$ cat config.mk
export PLATFORM = sky130hd
export DESIGN_NAME = y_merge
export DESIGN_NICKNAME = d
export VERILOG_FILES = /design/src/rtl/y_pkg.sv /design/src/rtl/y_fifo.sv /design/src/rtl/y_merge.sv
export SDC_FILE = /design/constraint.sdc
export NUM_CORES = 1
export LEC_CHECK = 0
export ABC_AREA = 1
export CORE_MARGIN = 5
export CORE_UTILIZATION = 58
export DETAILED_ROUTE_END_ITERATION = 10
export GPL_ROUTABILITY_DRIVEN = 0
export HOLD_SLACK_MARGIN = 0.05
export MAX_ROUTING_LAYER = met4
export PLACE_DENSITY = 0.8
export SLEW_MARGIN = 20
export SYNTH_ARGS = -nofsm -noshare
export SYNTH_HDL_FRONTEND = slang
export SYNTH_HIERARCHICAL = 1
export SYNTH_SLANG_ARGS = --single-unit
$ cat constraint.sdc
create_clock -name iClk -period 2.9 [get_ports iClk]
set_input_delay 0.87 -clock iClk [delete_from_list [all_inputs] [get_ports iClk]]
set_output_delay 0.87 -clock iClk [all_outputs]
set_load 0.005 [all_outputs]
$ cat src/rtl/y_pkg.sv
// Shared widths, the Y saturation limit, and the pixel word that is buffered
// between the luma adder and the output port.
package y_pkg;

    localparam int YR_W  = 7;
    localparam int YG_W  = 8;
    localparam int YB_W  = 5;
    localparam int Y_W   = 8;
    localparam int SUM_W = 9;

    localparam logic [Y_W-1:0] Y_SAT = 8'd255;

    typedef struct packed {
        logic [Y_W-1:0] y;
        logic           sof;
        logic           eol;
        logic           eof;
    } y_pix_t;

    localparam int PIX_W = $bits(y_pix_t);

    function automatic logic [Y_W-1:0] sat_y(input logic [SUM_W-1:0] sum);
        logic [Y_W-1:0] res;
        if (sum > {1'b0, Y_SAT}) begin
            res = Y_SAT;
        end else begin
            res = sum[Y_W-1:0];
        end
        return res;
    endfunction

endpackage

$ cat src/rtl/y_fifo.sv
// First-word-fall-through buffer; head entry is visible on oData whenever
// oEmpty is low. A push while full is only taken when a pop frees the slot.
module y_fifo #(
    parameter  int WIDTH = 8,
    parameter  int DEPTH = 4,
    localparam int PTR_W = (DEPTH > 1) ? $clog2(DEPTH) : 1,
    localparam int CNT_W = $clog2(DEPTH) + 1
) (
    input  logic             iClk,
    input  logic             iReset,
    input  logic             iPush,
    input  logic [WIDTH-1:0] iData,
    input  logic             iPop,
    output logic [WIDTH-1:0] oData,
    output logic             oFull,
    output logic             oEmpty,
    output logic [CNT_W-1:0] oCount
);

    localparam logic [CNT_W-1:0] FULL_CNT = CNT_W'(DEPTH);

    logic [WIDTH-1:0] mem_r [DEPTH];
    logic [PTR_W-1:0] wr_ptr_r;
    logic [PTR_W-1:0] rd_ptr_r;
    logic [CNT_W-1:0] count_r;
    logic             full_s;
    logic             empty_s;
    logic             pop_ok_s;
    logic             push_ok_s;

    // Occupancy flags and accepted push/pop strobes
    always_comb begin
        full_s    = (count_r == FULL_CNT);
        empty_s   = (count_r == {CNT_W{1'b0}});
        pop_ok_s  = iPop & ~empty_s;
        push_ok_s = iPush & (~full_s | pop_ok_s);
    end

    // Storage array; contents need no reset since count gates visibility
    always_ff @(posedge iClk) begin
        if (push_ok_s) begin
            mem_r[wr_ptr_r] <= iData;
        end
    end

    // Pointers wrap naturally because DEPTH is a power of two
    always_ff @(posedge iClk or posedge iReset) begin
        if (iReset) begin
            wr_ptr_r <= {PTR_W{1'b0}};
            rd_ptr_r <= {PTR_W{1'b0}};
            count_r  <= {CNT_W{1'b0}};
        end else begin
            if (push_ok_s) begin
                wr_ptr_r <= wr_ptr_r + 1'b1;
            end
            if (pop_ok_s) begin
                rd_ptr_r <= rd_ptr_r + 1'b1;
            end
            case ({push_ok_s, pop_ok_s})
                2'b10:   count_r <= count_r + 1'b1;
                2'b01:   count_r <= count_r - 1'b1;
                default: count_r <= count_r;
            endcase
        end
    end

    assign oData  = mem_r[rd_ptr_r];
    assign oFull  = full_s;
    assign oEmpty = empty_s;
    assign oCount = count_r;

endmodule

$ cat src/rtl/y_merge.sv
// Adds the three luma partials into a saturated grey pixel, tracks the frame
// position to tag line/frame boundaries, and buffers results for a stalling sink.
module y_merge
    import y_pkg::*;
#(
    parameter int IMG_W      = 320,
    parameter int IMG_H      = 240,
    parameter int FIFO_DEPTH = 4
) (
    input  logic            iClk,
    input  logic            iReset,
    input  logic            iValid,
    input  logic            iSof,
    input  logic            iEol,
    input  logic [YR_W-1:0] iYR,
    input  logic [YG_W-1:0] iYG,
    input  logic [YB_W-1:0] iYB,
    input  logic            iReady,
    output logic [Y_W-1:0]  oY,
    output logic            oValid,
    output logic            oSof,
    output logic            oEol,
    output logic            oEof,
    output logic            oOverflow,
    output logic            oLineErr
);

    localparam int COL_W = (IMG_W > 1) ? $clog2(IMG_W) : 1;
    localparam int ROW_W = (IMG_H > 1) ? $clog2(IMG_H) : 1;
    localparam int CNT_W = $clog2(FIFO_DEPTH) + 1;

    localparam logic [COL_W-1:0] COL_LAST = COL_W'(IMG_W - 1);
    localparam logic [ROW_W-1:0] ROW_LAST = ROW_W'(IMG_H - 1);

    logic             v1_r;
    logic             sof1_r;
    logic             eol1_r;
    logic             v2_r;
    y_pix_t           pix2_r;
    logic [COL_W-1:0] col_r;
    logic [ROW_W-1:0] row_r;
    logic             frame_wrap_r;
    logic             line_err_r;
    logic             ovf_r;

    logic [SUM_W-1:0] sum_s;
    logic [COL_W-1:0] cur_col_s;
    logic [ROW_W-1:0] cur_row_s;
    logic [COL_W-1:0] next_col_s;
    logic [ROW_W-1:0] next_row_s;
    logic             col_last_s;
    logic             row_last_s;
    logic             line_end_s;
    logic             err_s;
    y_pix_t           pix_s;

    logic [PIX_W-1:0] fifo_q_s;
    y_pix_t           fifo_pix_s;
    logic             full_s;
    logic             empty_s;
    logic [CNT_W-1:0] count_s;
    logic             pop_s;
    logic             drop_s;

    // Stage 1: delay the strobes so they line up with the partials
    always_ff @(posedge iClk or posedge iReset) begin
        if (iReset) begin
            v1_r   <= 1'b0;
            sof1_r <= 1'b0;
            eol1_r <= 1'b0;
        end else begin
            v1_r   <= iValid;
            sof1_r <= iValid & iSof;
            eol1_r <= iValid & iEol;
        end
    end

    // Position of the aligned pixel, next position, and geometry errors
    always_comb begin
        sum_s = SUM_W'(iYR) + SUM_W'(iYG) + SUM_W'(iYB);
        if (sof1_r) begin
            cur_col_s = {COL_W{1'b0}};
            cur_row_s = {ROW_W{1'b0}};
        end else begin
            cur_col_s = col_r;
            cur_row_s = row_r;
        end
        col_last_s = (cur_col_s == COL_LAST);
        row_last_s = (cur_row_s == ROW_LAST);
        line_end_s = eol1_r | col_last_s;
        if (line_end_s) begin
            next_col_s = {COL_W{1'b0}};
            if (row_last_s) begin
                next_row_s = {ROW_W{1'b0}};
            end else begin
                next_row_s = cur_row_s + 1'b1;
            end
        end else begin
            next_col_s = cur_col_s + 1'b1;
            next_row_s = cur_row_s;
        end
        // a short line, a missing eol, or a row beyond the frame without sof
        err_s     = v1_r & ((eol1_r ^ col_last_s) | (frame_wrap_r & ~sof1_r));
        pix_s.y   = sat_y(sum_s);
        pix_s.sof = sof1_r;
        pix_s.eol = eol1_r;
        pix_s.eof = col_last_s & row_last_s;
    end

    // Stage 2: registered pixel word plus frame position tracking
    always_ff @(posedge iClk or posedge iReset) begin
        if (iReset) begin
            v2_r         <= 1'b0;
            pix2_r       <= '{y: 8'd0, sof: 1'b0, eol: 1'b0, eof: 1'b0};
            col_r        <= {COL_W{1'b0}};
            row_r        <= {ROW_W{1'b0}};
            frame_wrap_r <= 1'b0;
            line_err_r   <= 1'b0;
        end else begin
            v2_r       <= v1_r;
            line_err_r <= line_err_r | err_s;
            if (v1_r) begin
                pix2_r       <= pix_s;
                col_r        <= next_col_s;
                row_r        <= next_row_s;
                frame_wrap_r <= line_end_s & row_last_s;
            end
        end
    end

    assign pop_s  = iReady & (count_s != {CNT_W{1'b0}});
    assign drop_s = v2_r & full_s & ~pop_s;

    // Sticky overflow when a finished pixel finds no room
    always_ff @(posedge iClk or posedge iReset) begin
        if (iReset) begin
            ovf_r <= 1'b0;
        end else begin
            ovf_r <= ovf_r | drop_s;
        end
    end

    y_fifo #(
        .WIDTH (PIX_W),
        .DEPTH (FIFO_DEPTH)
    ) u_fifo (
        .iClk   (iClk),
        .iReset (iReset),
        .iPush  (v2_r),
        .iData  (pix2_r),
        .iPop   (pop_s),
        .oData  (fifo_q_s),
        .oFull  (full_s),
        .oEmpty (empty_s),
        .oCount (count_s)
    );

    assign fifo_pix_s = fifo_q_s;

    // Output word is forced to zero whenever the buffer holds nothing
    always_comb begin
        oValid = ~empty_s;
        if (~empty_s) begin
            oY   = fifo_pix_s.y;
            oSof = fifo_pix_s.sof;
            oEol = fifo_pix_s.eol;
            oEof = fifo_pix_s.eof;
        end else begin
            oY   = 8'd0;
            oSof = 1'b0;
            oEol = 1'b0;
            oEof = 1'b0;
        end
    end

    assign oOverflow = ovf_r;
    assign oLineErr  = line_err_r;

endmodule

* After elaboration in Yosys (flattened, before gate mapping)
Memories as Yosys holds them, arrays and structs flattened. Cells that the tools add are included.
Storage, ports and cells: memory bits (writable) 44, memories 1, register bits after elaboration 42, word-level logic and storage cells 68, output and inout bits 14
Cells by class: bitwise gates (word level) 21, multiplexer cells 13, reductions and logical operators 3, order comparisons 1, add/subtract/negate cells 8, eq/ne operators 5
Memory list:
- u_fifo.mem_r | depth 4, bits a word 11, read ports 1, clocked after memory_dff 0, wr ports 1, RTL line y_fifo.sv:22 | logic [WIDTH-1:0] mem_r [DEPTH];
Operator list (number):
- $mux W8 | 5
- $mux W9 | 2
- $and A1 B1 Y1 | 11
- $add A7 B8 Y9 | 1
- $add A9 B1 Y9 const B | 1
- $add A9 B5 Y9 | 1
- $eq A9 B9 Y1 const B | 1
- $gt A9 B8 Y1 const B | 1
- $add A8 B1 Y8 const B | 1
- $eq A8 B8 Y1 const B | 1
- $pmux W3 S2 | 1
- $mux W1 | 5
- $or A1 B1 Y1 | 5
- $add A2 B1 Y2 const B | 2
- $not A1 Y1 | 4
- $add A3 B1 Y3 const B | 1
- $eq A3 B3 Y1 const B | 1
- $logic_not A3 Y1 | 1
- $reduce_bool A3 Y1 | 1
- $sub A3 B1 Y3 const B | 1
- $eq A2 B1 Y1 const B | 1
- $eq A2 B2 Y1 const B | 1
- $reduce_bool A2 Y1 | 1
- $xor A1 B1 Y1 | 1

* Logic depth before layout (Yosys ltp)
Gate-level depths: netlist (run 1).
depth in word-level cells 7, gate-level depth with buffers 16, gate-level depth less buffers 16

* Cells and area by module
The synthesis (run 1) kept the hierarchy.
Modules (own cells, without submodules):
- y_merge | area an instance 2316.0 µm², instances 1, cells each 303, sequential area each 875.8 µm²
- y_fifo | area an instance 2167.1 µm², instances 1, cells each 182, sequential area each 1496.4 µm²

* Least setup slack after synthesis (run 1)
No wires, ideal clock.
path kind input to register, start input iYR[1], end register pix2_r[8] (netlist name), cell stages on the path 10, setup slack 0.216 ns, data arrival time 2.567 ns, library setup time 0.116 ns, cell sequence inv_1 -> fa_1 -> inv_1 -> ha_1 -> fa_1 -> a21oi_1 -> xor2_1 -> nand2_1 -> nand2_1 -> nand2_1
Between the ends: cells in the longest elaborated chain, start to end 4
Ends and longest elaborated chain:
- start: declaration | RTL line y_merge.sv:15 | input logic [YR_W-1:0] iYR,
- $add A7 B8 Y9 (*) | RTL line y_merge.sv:80 | sum_s = SUM_W'(iYR) + SUM_W'(iYG) + SUM_W'(iYB);
- $add A9 B5 Y9 (*) | RTL line y_merge.sv:80
- $gt A9 B8 Y1 | RTL line y_pkg.sv:24 | if (sum > {1'b0, Y_SAT}) begin
- $mux W8 (*) | RTL line y_pkg.sv:24
- end signal: assignment | RTL line y_merge.sv:114 | pix2_r <= '{y: 8'd0, sof: 1'b0, eol: 1'b0, eof: 1'b0};
- end signal: assignment | RTL line y_merge.sv:123 | pix2_r <= pix_s;
- end: declaration | RTL line y_merge.sv:39 | y_pix_t pix2_r;
Every way passes the cells marked *; elsewhere a longest branch is shown, timed or not. A chain may end at the register's enable or synchronous reset.

* Final worst setup path (run 1)
start input iYR[1], end register pix2_r[6] (netlist name)
The elaborated chain is that of the path after synthesis.

==> metrics.yaml, run 1 <==
critical_path.endpoint_type: "register"
die_width_um: 97.9
synth-seq-area-share_pct: 52.9
rsz0062_at_grt: "no"
grt_util_met2_pct: 31.8
start_util_pct: 58.9
grtUsageMet3_pct: 3.00
routedWlPerCell_um: 13.2
min_period_over_period_pct: 96.9
max_freq_ghz: 0.356
crit_arrival_ns: 3.04
layout_common_cells: "nand2_1 (100), inv_1 (66), nor2_1 (62), edfxtp_1 (44), dfrtp_1 (40)"
cp_slowest_cell: "fa_1"
drv_cap: 0
ff_latch_count_synth: 86
drt_wl_total_mm: 8.56
place.port_buffers: 39
setup_violations: 0
synthesis.instances: 485
synthDominantCellAreaShare_pct: 29.5
leakage_nw: 2.41
globalRoute.busiestLayer: "met2"
final-seq-area_um2: 2370
post_synth.cell_area_avg_um2: 9.24
die_area_um2: 9590
post_synth_main_area_contributors: "edfxtp_1 (29%), dfrtp_1 (23%), nand2_1 (8.5%)"
vdd_ir_drop_max_mv: 0.329
synth-async-reset-ratio_pct: 48.8
io_pins: 40
clock_sink_count: 86
drc: 0
route.detailed.vias_per_inst: 5.19
grt_start_max_net_pins: 36
antenna_cell_count: 0
synth.lib_cells_used.distinct: 35
final_nets: 592
fin_setup_tns_ns: 0
synth_flop_cell: "edfxtp_1"
ctsLongestPathBuffers: 2
cp_common_cell: "inv_1"
gr-total-overflow: 0
die_y_um: 97.9
critPathLaunchType: "input pin"
area_of_combinational_cells_with_multiple_inputs_um2: 1760
layout.filler_cells: 556
groute.layer.met1.usage_pct: 21.8
cts-buffers-inserted: 9
post-synth-top-area-cell: "edfxtp_1"
cts_root_buffer: "clkbuf_8"
synth_enable_flop_cells: 44
slew_limit_fails: 0
synth_nets: 535
grt_first_pass_wirelength_mm: 14.2
critical_path_peak_fanout: 3
core_region_area_um2: 7610
row_count: 32
cts_hold_repair.buffers: 0
firstDrtPassIters: 5
cts-htree-levels: 3
antenna_violating_nets_post_route: 0
cts_tree: "done"
area_growth_pct: 19.6
dp_hpwl_mm: 5.81
fin_total_pwr_mw: 4.27
worstPathCellList: "clkdlybuf4s50_1, inv_1, fa_1, inv_1, ha_1, fa_2, buf_4, xnor2_1, nand3_1, o21ai_0, inv_1"
grt_util_all_layers_pct: 18.5
dr_vias: 3368
antenna_found_initial: 0
timing.clock.skew_ns: 0.00985
outcome: "finished clean"
holdCritPathClass: "reg -> reg"
max_slew.worst_pin.slew_ns: 0.735
powerDensity_nw_per_um2: 796
critPathRequiredTime_ns: 3.13
cell_area_after_synthesis_um2: 4480
timing_worst_setup_path_type: "in -> reg"
first_iteration_detailed_routing_drc_count: 127
clock_insertion_delay_worst_skew_ns: 0.34
cts.reportedPaths.clkPinSlew_ns: 0.08
timing.max_slew.rel_slack_pct: 51.0
drive_gt1_share_pct: 11.5
layout.cells.most_common: "nand2_1"
number_of_global_route_vias_before_repair: 3175
critical-path-max-stage-delay_ns: 0.53
yosys_warnings: 6
hold_viol: 0
final.min_clock_period_ns: 2.81
## what timing repair did
item                       in CTS  in global routing
gates cloned                    0                  2
buffers inserted                0                  1
pin swaps                       0                  1
gates resized for setup         3                 15
setup endpoints to repair       2                 17
## through the flow
| stage | utilization [%] | std cells | setup slack, ns | area (um^2) | hold slack, ns |
|---|---|---|---|---|---|
| after CTS | 69.5 | 646 | 0.0121 | 5290 | 0.488 |
| final | 70.5 | 649 | 0.0905 | 5360 | 0.487 |
| after detailed placement | 66.3 | 630 | -0.312 | 5040 | 0.465 |
| after global placement | 66.3 | 630 | -0.286 | 5040 | 0.459 |
| after global routing | 70.5 | 649 | 0.00381 | 5360 | 0.507 |
| after floorplan | - | 485 | 0.216 | 4480 | 0.425 |
## cells by family after synthesis
| logic type | count (synthesis) | synth area share, % |
|---|---|---|
| AND/OR/NAND/NOR | 211 | 20.6 |
| buffers and inverters | 84 | 8.29 |
| AO/OA/AOI/OAI | 70 | 8.37 |
| XOR/XNOR | 10 | 1.95 |
| flip-flops | 86 | 52.9 |
| adder cells (fa/ha/maj) | 24 | 7.87 |
## cell usage after synthesis, types with 3 or more instances
master,n
nand4_1,5
nor2_1,64
xnor2_1,5
ha_1,17
nor2_2,3
nand2_4,3
edfxtp_1,44
xor2_1,5
dfrtp_1,42
o21ai_1,25
inv_1,67
nand2_1,101
fa_1,7
a21oi_1,8
nand3_2,3
nand3_1,24
buf_6,6
o21ai_0,27
nor3_1,3
clkbuf_1,4
## per-layer routing
layer / vias up / share of wire [%] / routed length (um)
met4: 0 / 1.8 / 157
met5: - / 0 / 0
met1: 1580 / 41 / 3480
met3: 14 / 4.8 / 411
met2: 102 / 53 / 4500
li1: 1672 / - / -
## report_power, final
part	internal (mW)	leakage (nW)	switching [mW]
combinational	0.730	1.37	0.857
clock	0.572	0.116	0.406
sequential	1.56	0.924	0.147
## worst max-delay path, delay by kind of cell
family | cells | cell delay, ns
adders and majority gates | 3 | 1.12
buffers and inverters | 5 | 0.77
xor gates and xnor gates | 1 | 0.13
and+or+nand+nor | 1 | 0.08
AOI/OAI and AO/OA | 1 | 0.07
## worst paths after layout
| kind | slack [ns] | depth (start not counted) | end | from |
|---|---|---|---|---|
| setup / recovery | 0.09 | 11 | pix2_r[6]$_DFFE_PP0P_ | iYR[1] |
| hold / removal | 0.49 | 1 | oLineErr$_DFF_PP0_ | oLineErr$_DFF_PP0_ |
| setup reg to reg | 0.27 | 14 | row_r[7]$_DFFE_PP0P_ | sof1_r$_DFF_PP0_ |
| hold reg to reg | 0.49 | 1 | oLineErr$_DFF_PP0_ | oLineErr$_DFF_PP0_ |
| max in group asynchronous | 1.64 | 3 | col_r[2]$_DFFE_PP0P_ | iReset |
| min in group asynchronous | 0.78 | 2 | u_fifo/oCount[2]$_DFFE_PP0P_ | iReset |
## flip-flops by register name, indices dropped and copies added (netlist names)
register         cells
u_fifo/rd_ptr_r      2
sof1_r               1
pix2_r              11
u_fifo/wr_ptr_r      2
row_r                8
v2_r                 1
frame_wrap_r         1
u_fifo/mem_r        44
v1_r                 1
eol1_r               1
col_r                9
oLineErr             1
oOverflow            1
u_fifo/oCount        3
## cell type report
type	instances	share of cell area, %
multi-input cells	315	32.8
repair inverters	1	0.140
well taps	102	2.38
flip-flops and latches	86	44.3
repair buffers	58	10.5
clock buffers	10	2.38
clock inverters	6	2.08
inverters	71	5.44
No activity file was read; power rests on OpenSTA's default activity.
==> inputs of run 2 (changes only) <==
CAP_MARGIN = 20   (was default)
==> results of run 2 <==
Final layout, timing and power as in run 1 (identical DEF).
==> inputs of run 3 (changes only) <==
CORE_UTILIZATION = 60   (was 58)
CTS_BUF_LIST = sky130_fd_sc_hd__clkbuf_2 sky130_fd_sc_hd__clkbuf_4 sky130_fd_sc_hd__clkbuf_8   (was default)
PLACE_DENSITY = 0.83   (was 0.8)
==> run 3 against run 2 <==
Effect of this change: total power is 3.9% lower; flip-flop and latch count did not move; count of clock-buffer cells in the layout down 1; global-route usage increased by 2.5 points; final area shrank 0.86%; clock power decreased by 16%; critical path type unchanged; worst hold slack lost 0.0054 ns.
==> metrics.yaml, run 3 (same netlist as run 1, synthesis figures left out) <==
grt_util_all_layers_pct: 21.1
area_growth_pct: 18.6
antenna_cell_count: 0
p_comb_share_pct: 38.3
drv_cap: 0
hold_viol: 0
die_area_um2: 9300
first_iteration_detailed_routing_drc_count: 170
timing.max_slew.rel_slack_pct: 70.1
hold_ws_ns: 0.482
cts.reportedPaths.clkPinSlew_ns: 0.08
worstPathCellList: "clkdlybuf4s50_1, inv_1, fa_1, inv_1, ha_2, fa_2, buf_4, xnor2_1, nand3_1, o21ai_0, inv_1"
antenna_found_initial: 0
io_pins: 40
internal_power_mw: 2.67
cts-buffers-inserted: 9
cp_common_cell: "inv_1"
vdd_ir_drop_max_mv: 0.352
clock_insertion_delay_worst_skew_ns: 0.35
registers.top_by_ff_count: "u_fifo/mem_r"
clkPwrFrac_pct: 20.0
dr_vias: 3385
setup_slack_ns: 0.0815
antenna_violating_nets_post_route: 0
row_count: 31
dp_hpwl_mm: 6.07
area_of_combinational_cells_with_multiple_inputs_um2: 1750
start_util_pct: 61.8
drive_gt1_share_pct: 11.2
power.switching_fraction_pct: 34.8
route.detailed.vias_per_inst: 5.24
die_y_um: 96.4
largest_register_ff_count: 44
core_region_area_um2: 7250
number_of_global_route_vias_before_repair: 3282
drc: 0
leakage_nw: 2.41
min_period_over_period_pct: 97.2
grt_first_pass_wirelength_mm: 14.6
rsz0062_at_grt: "no"
critPathRequiredTime_ns: 3.14
die_width_um: 96.4
slew_limit_fails: 0
drt_wl_total_mm: 8.73
layout.cells.most_common: "nand2_1"
cts-htree-levels: 3
final_nets: 592
max_freq_ghz: 0.355
cp_slowest_cell: "fa_1"
place.port_buffers: 39
crit_arrival_ns: 3.05
setup_violations: 0
layout_common_cells: "nand2_1 (100), inv_1 (66), nor2_1 (64), edfxtp_1 (44), dfrtp_1 (41)"
ctsLongestPathBuffers: 2
timing.clock.skew_ns: 0.00751
layout.filler_cells: 515
critPathLaunchType: "input pin"
critical-path-max-stage-delay_ns: 0.53
critical_path_peak_fanout: 3
routedWlPerCell_um: 13.5
power.net_switching_mw: 1.43
top_regs: "u_fifo/mem_r (44), pix2_r (11), col_r (9)"
critical_path.top_delay_family: "adder cells"
share_seq_of_total_power_pct: 41.7
gr-total-overflow: 0
holdCritPathClass: "reg -> reg"
grt_start_max_net_pins: 36
critical_path_buf_inv_count: 5
max_slew.worst_pin.slew_ns: 0.449
powerDensity_nw_per_um2: 772
cts_root_buffer: "clkbuf_8"
final.min_clock_period_ns: 2.82
firstDrtPassIters: 5
clock_sink_count: 86
outcome: "finished clean"
timing_worst_setup_path_type: "in -> reg"
cts_tree: "done"
final-seq-area_um2: 2370
critical_path.endpoint_type: "register"
preCtsSetupSlack_ns: -0.366
-- run 3: cell count changes in the layout (fill, tap and decap cells not counted), moves of 2 or more --
cell,before,now
nor2_1,62,64
nor2_2,5,3
inv_6,0,3
bufinv_16,3,1
dlymetal6s2s_1,1,3
clkdlybuf4s50_1,38,36
-- run 3: power groups by stage --
stage	clock, mW	combinational, mW	sequential [mW]
floorplan	0	0.979	1.68
global placement	0	1.42	1.71
detailed placement	0	1.49	1.73
CTS	0.836	1.52	1.70
global route	0.889	1.79	1.74
finish	0.819	1.57	1.71
-- run 3: per-layer routing --
metal	track usage, %	routed length [um]
met2	36.5	4610
met4	6.89	121
met5	-	0
met3	4.42	481
met1	24.6	3520
-- run 3: what timing repair did --
item / in CTS / in global routing
resized for setup: 4 / 12
buffers inserted: 0 / 1
cloned: 0 / 2
hold buffers: 0 / 0
setup endpoints to repair: 6 / 16
pin swaps: 1 / 3
-- run 3: worst paths after layout --
kind | start | endpoint | slack, ns | cells after the start
max | iYR[1] | pix2_r[6]$_DFFE_PP0P_ | 0.08 | 11
min | frame_wrap_r$_DFFE_PP0P_ | frame_wrap_r$_DFFE_PP0P_ | 0.48 | 1
max reg2reg | sof1_r$_DFF_PP0_ | row_r[6]$_DFFE_PP0P_ | 0.21 | 12
min reg2reg | frame_wrap_r$_DFFE_PP0P_ | frame_wrap_r$_DFFE_PP0P_ | 0.48 | 1
max in group asynchronous | iReset | row_r[6]$_DFFE_PP0P_ | 1.64 | 3
min in group asynchronous | iReset | u_fifo/oCount[2]$_DFFE_PP0P_ | 0.77 | 2
-- run 3: cell type report --
type / instances / area share (%)
clock inverter: 7 / 1.36
multi-input combinational: 315 / 32.9
inverter: 71 / 5.53
sequential: 86 / 44.6
timing repair buffer: 58 / 10.7
clock buffer: 9 / 2.33
tap: 99 / 2.33
timing repair inverter: 1 / 0.141
-- run 3: metrics by stage --
step | TNS, ns | std cells | cell area, um^2 | utilization (%) | total power, mW
CTS | 0 | 643 | 5250 | 72.3 | 4.06
floorplan | 0 | 485 | 4480 | - | 2.66
detailed placement | -1.63 | 627 | 5040 | 69.4 | 3.22
global route | 0 | 646 | 5320 | 73.3 | 4.41
finish | 0 | 646 | 5320 | 73.3 | 4.10
global placement | -1.09 | 627 | 5040 | 69.4 | 3.13
